**src/rtl/piano_note_ctrl.sv**
```systemverilog
// Note controller: arbitrates live key codes and song ROM playback, handles
// play/pause/stop and octave-shift buttons, and emits a note code with change strobe.
module piano_note_ctrl #(
  parameter int unsigned DATA_W   = 8,
  parameter int unsigned ADDR_W   = 6,
  parameter int unsigned SONG_LEN = 48,
  parameter int unsigned NOTE_CYC = 8,
  parameter int unsigned OCT_W    = 5,
  parameter int unsigned OCT_MAX  = 3
) (
  input  logic                    clk,
  input  logic                    rst,
  input  logic [DATA_W-1:0]       key_data,
  input  logic [DATA_W-1:0]       song_data,
  input  logic [1:0]              cmd,
  output logic [DATA_W-1:0]       note_out,
  output logic                    note_chg,
  output logic [ADDR_W-1:0]       song_addr,
  output logic signed [OCT_W-1:0] octave,
  output logic [3:0]              state
);

  localparam int unsigned STEP_W = (NOTE_CYC > 1) ? $clog2(NOTE_CYC) : 1;
  localparam logic [STEP_W-1:0] STEP_LOAD = STEP_W'(1);
  localparam logic [STEP_W-1:0] STEP_LAST = STEP_W'(NOTE_CYC - 1);
  localparam logic [ADDR_W-1:0] ADDR_LAST = ADDR_W'(SONG_LEN - 1);
  localparam logic signed [OCT_W-1:0] OCT_HI = OCT_W'(OCT_MAX);
  localparam logic signed [OCT_W-1:0] OCT_LO = -OCT_HI;

  typedef enum logic [3:0] {
    S_LIVE  = 4'b0001,
    S_PLAY  = 4'b0010,
    S_PAUSE = 4'b0100
  } state_t;

  state_t                  state_q, state_d;
  logic [DATA_W-1:0]       note_q, note_d;
  logic                    chg_q, chg_d;
  logic [ADDR_W-1:0]       addr_q, addr_d;
  logic [STEP_W-1:0]       step_q, step_d;
  logic signed [OCT_W-1:0] oct_q, oct_d;
  logic [1:0]              cmd_q;
  logic [1:0]              rise;
  logic                    oct_step;

  assign rise = cmd & ~cmd_q;

  // State and datapath registers
  always_ff @(posedge clk) begin
    if (rst) begin
      state_q <= S_LIVE;
      note_q  <= '0;
      chg_q   <= 1'b0;
      addr_q  <= '0;
      step_q  <= '0;
      oct_q   <= '0;
      cmd_q   <= '0;
    end else begin
      state_q <= state_d;
      note_q  <= note_d;
      chg_q   <= chg_d;
      addr_q  <= addr_d;
      step_q  <= step_d;
      oct_q   <= oct_d;
      cmd_q   <= cmd;
    end
  end

  // Next-state, playback sequencing and octave stepping
  always_comb begin
    state_d  = state_q;
    note_d   = note_q;
    addr_d   = addr_q;
    step_d   = step_q;
    oct_step = 1'b0;
    unique case (state_q)
      S_LIVE: begin
        note_d   = key_data;
        oct_step = rise[1];
        if (rise[0]) begin
          state_d = S_PLAY;
          addr_d  = '0;
          step_d  = '0;
        end
      end
      S_PLAY: begin
        oct_step = rise[1];
        if (rise[0]) begin
          state_d = S_PAUSE;
        end else begin
          // ROM data for the current address is valid from step 1 onward
          if (step_q == STEP_LOAD) note_d = song_data;
          if (step_q == STEP_LAST) begin
            step_d = '0;
            if (addr_q == ADDR_LAST) begin
              state_d = S_LIVE;
              addr_d  = '0;
              note_d  = '0;
            end else begin
              addr_d = addr_q + ADDR_W'(1);
            end
          end else begin
            step_d = step_q + STEP_W'(1);
          end
        end
      end
      S_PAUSE: begin
        note_d = '0;
        // Stop wins over resume when both buttons rise together
        if (rise[1]) begin
          state_d = S_LIVE;
          addr_d  = '0;
          step_d  = '0;
        end else if (rise[0]) begin
          state_d = S_PLAY;
          step_d  = '0;
        end
      end
      default: begin
        state_d = S_LIVE;
        note_d  = '0;
        addr_d  = '0;
        step_d  = '0;
      end
    endcase
    if (oct_step) oct_d = (oct_q == OCT_HI) ? OCT_LO : oct_q + OCT_W'(1);
    else          oct_d = oct_q;
    chg_d = (note_d != note_q);
  end

  assign note_out  = note_q;
  assign note_chg  = chg_q;
  assign song_addr = addr_q;
  assign octave    = oct_q;
  assign state     = state_q;

endmodule
```
**config.mk**
```make
export PLATFORM = sky130hd
export DESIGN_NAME = piano_note_ctrl
export DESIGN_NICKNAME = d
export VERILOG_FILES = /design/src/rtl/piano_note_ctrl.sv
export SDC_FILE = /design/constraint.sdc
export NUM_CORES = 1
export LEC_CHECK = 0
export CAP_MARGIN = 20
export CORE_MARGIN = 4
export CORE_UTILIZATION = 30
export CTS_BUF_LIST = sky130_fd_sc_hd__clkbuf_4 sky130_fd_sc_hd__clkbuf_8
export DETAILED_ROUTE_END_ITERATION = 8
export GPL_TIMING_DRIVEN = 1
export SYNTH_ARGS = -nofsm -noshare
export SYNTH_HDL_FRONTEND = slang
export SYNTH_SLANG_ARGS = --single-unit
```
**constraint.sdc**
```tcl
create_clock -name clk -period 3.9 [get_ports clk]
set_input_delay 0.78 -clock clk [delete_from_list [all_inputs] [get_ports clk]]
set_output_delay 0.78 -clock clk [all_outputs]
set_load 0.1 [all_outputs]
```
==> flow_summary_export.csv <==
group,metric,value,unit
clock_tree,cts_sinks,29,
clock_tree,postCtsSetupBuffers,0,
sta,rsz0062_at_grt,"false",
setup_path,rrSetupSlack,1.54,ns
setup_path,cp.required,3.12,ns
floorplanning,die_h,84.7,um
yosys,synth_area,1760,um^2
clock_tree,clockBufferDepth,2,
worst_hold_path,hold_end,"octave[1]$_SDFFE_PP0P_",
setup_path,worstPathArrival,2.13,ns
drt,wl_per_cell,13.9,um
global_route,antenna_found_initial,0,
placed_design,place_area,2240,um^2
floorplanning,io_pins,44,
floorplanning,start_util,31.4,%
yosys,netlist_top_cells_area,"dfxtp_1 33%, nor2_1 7.5%, a21oi_1 5.1%",
sta,tns,0,ns
setup_path,worstPathCellList,"clkdlybuf4s50_1",
floorplanning,die_w,84.7,um
power,power.density,323,nW/um^2
layout,nFillCells,608,
placed_design,dp_hpwl,3.39,mm
clock_tree,path_clk_slew,0.07,ns
sta,layout_min_cycle_time,2.91,ns
yosys,synth_cell_types,49,
setup_path,worst_setup_path_end_kind,"output pin",
setup_path,r2r_cells,6,
sta,max_freq,0.344,GHz
clock_tree,hold_buffers,0,
layout,multiInputGateArea,1060,um^2
drt,routed-via-count,1775,
sta,slew_headroom,34.3,%
outcome,outcome,"complete, no violations",
setup_path,cp_max_fo,9,
sta,slew_viol_final,0,
sta,clock_skew,0.00526,ns
yosys,async_flop_share,0,%
worst_hold_path,holdCritStartpoint,"octave[1]$_SDFFE_PP0P_",
clock_tree,cts_tree,"yes",
setup_path,critPathTopFamily,"buffers and inverters",
floorplanning,fp-row-count,27,
layout,final_util,41.7,%
sta,post-route-period-util,74.5,%
global_route,grt_pass1_vias,1618,
setup_path,critical_path_class,"reg2out",
drt,routed_wl,4.75,mm
placed_design,io_buffers,43,
yosys,ys_warn_count,0,
sta,setup_viol_count_final,0,
clock_tree,clk-insertion-delay-late,0.28,ns
setup_path,cp-start-kind,"flop",
setup_path,crit_slowest_cell,"clkdlybuf4s50_1",
yosys,yosys_register_bits,29,
drt,antenna_left,0,
yosys,seq_area_frac_synth,32.9,%
sta,finalHoldViolCount,0,
global_route,grt_pass1_wl,7.82,mm
yosys,synth_edf_count,0,
setup_path,reg2reg_to,"note_chg$_SDFF_PP0_",
setup_path,path_buf_inv,1,
yosys,synth_top_area_share,32.9,%
drt,drc,0,
job,maxCapViolCount,0,
yosys,synth_cells,228,
clock_tree,cts_made_buffers,5,
setup_path,rr_startpoint,"state[0]$_SDFFE_PP1P_",
global_route,grt_max_degree,25,
clock_tree,htree_levels,2,
clock_tree,post_cts_resized,0,
layout,layout.nets,293,
setup_path,max_stage_delay,1.23,ns
clock_tree,ctsRootBufferMaster,"clkbuf_8",
power,peakVddDrop,0.180,mV
power,power_leakage,0.921,nW
worst_hold_path,holdPathStages,2,
yosys,yosys.area.top_type,"dfxtp_1",
drt,firstDrtPassIters,5,
yosys,synthesis.nets,253,
global_route,grt_use_total,13.4,%
sta,worstMarginPinSlew,0.982,ns
yosys,synth_ff_type,"dfxtp_1",
floorplanning,core,5610,um^2
layout,ff_latch_area,581,um^2
drt,vias_per_cell,5.21,
placed_design,globalplace.congestion,0.780,
layout,final_cell_area,2340,um^2
yosys,avgSynthCellArea,7.73,um^2
layout,n_antenna_cell,0,
floorplanning,dieArea,7170,um^2
layout,drive_above_1_share,7.06,%
worst_hold_path,hold_path.class,"reg2reg",
global_route,overflow,0,
layout,area_growth,32.7,%
drt,drtIter0Drc,169,
## cells in the mapped netlist, types with 2 or more instances
master	number
a21oi_1	18
a221oi_1	4
a222oi_1	5
a31oi_1	2
and3_1	2
buf_2	6
clkbuf_1	4
dfxtp_1	29
ha_1	5
inv_1	19
mux2i_1	4
nand2_1	24
nand2b_1	5
nand3_1	2
nand4_1	2
nor2_1	35
nor2b_1	3
nor3_1	2
nor4_1	2
nor4b_4	2
o2111ai_1	2
o21ai_0	14
o22ai_1	6
o31ai_1	2
xnor2_1	2
xor2_1	4
## metal layers
metal / wire [um] / track usage [%] / vias to the layer above
met1: 2230 / 18.9 / 809
met4: 59 / 3.88 / 0
li1: - / - / 883
met3: 344 / 3.04 / 8
met5: 0 / 0 / -
met2: 2120 / 20.2 / 75
## metrics by stage
step	instances	hold slack [ns]	setup WS (ns)	power, mW
floorplan	228	0.473	1.45	0.435
global placement	333	0.490	1.10	0.487
detailed placement	333	0.489	1.05	0.488
CTS	341	0.501	0.997	0.768
global route	341	0.537	0.940	0.792
finish	341	0.493	0.993	0.757
## how the worst max path moves through the flow
| stage | start | endpoint | slack, ns | depth (start not counted) |
|---|---|---|---|---|
| 5_1_grt | state[3]$_SDFFE_PP0P_ | state[3] | 0.94 | 1 |
| 2_1_floorplan | state[1]$_SDFFE_PP0P_ | note_chg$_SDFF_PP0_ | 1.45 | 6 |
| 3_5_place_dp | cmd[0] | song_addr[5]$_SDFFE_PP0P_ | 1.05 | 7 |
| 4_1_cts | state[2]$_SDFFE_PP0P_ | state[2] | 1.0 | 1 |
| 6_report | state[2]$_SDFFE_PP0P_ | state[2] | 0.99 | 1 |
| 3_3_place_gp | cmd[0] | song_addr[5]$_SDFFE_PP0P_ | 1.10 | 7 |
## area by class of cell
cell class                      instances  share of cell area (%)
Timing Repair Buffer                   44                    18.7
Sequential cell                        29                    24.8
Clock inverter                          1                   0.214
Clock buffer                            7                    4.12
Multi-Input combinational cell        169                    45.2
Inverter                               19                    3.05
Tap cell                               72                    3.85
## registers in the layout, indices dropped and copies added, names as in the netlist
register,cells
song_addr,6
octave,5
state,4
note_out,8
step_q,3
note_chg,1
cmd_q,2
## logic make-up (layout without fill, tap and decap cells)
group / after synthesis / in the layout / synth area share [%]
buffers and inverters: 30 / 71 / 7.03
other: 1 / 1 / 0.213
xor gates and xnor gates: 6 / 6 / 2.98
adders and majority gates: 5 / 5 / 3.55
AOI/OAI and AO/OA: 64 / 64 / 24.2
DFF: 29 / 29 / 32.9
muxes: 4 / 4 / 2.27
and+or+nand+nor: 89 / 89 / 26.8
## power by group
part / leakage [nW] / internal (mW) / switching (mW)
Sequential: 0.237 / 0.305 / 0.0126
Clock: 0.0542 / 0.159 / 0.116
Combinational: 0.631 / 0.0558 / 0.107
Total: 0.921 / 0.521 / 0.236
## placed cells by master, fill, tap and decap left out, types with 3 or more instances in the layout
cell / n
a21oi_1: 18
o22ai_1: 6
inv_1: 19
mux2i_1: 4
nor2_1: 35
clkbuf_8: 7
clkdlybuf4s50_1: 43
a222oi_1: 5
a221oi_1: 4
nand2b_1: 5
nor2b_1: 3
xor2_1: 4
ha_1: 5
nand2_1: 24
o21ai_0: 14
dfxtp_1: 29
Power figures use the tool's default switching activity.
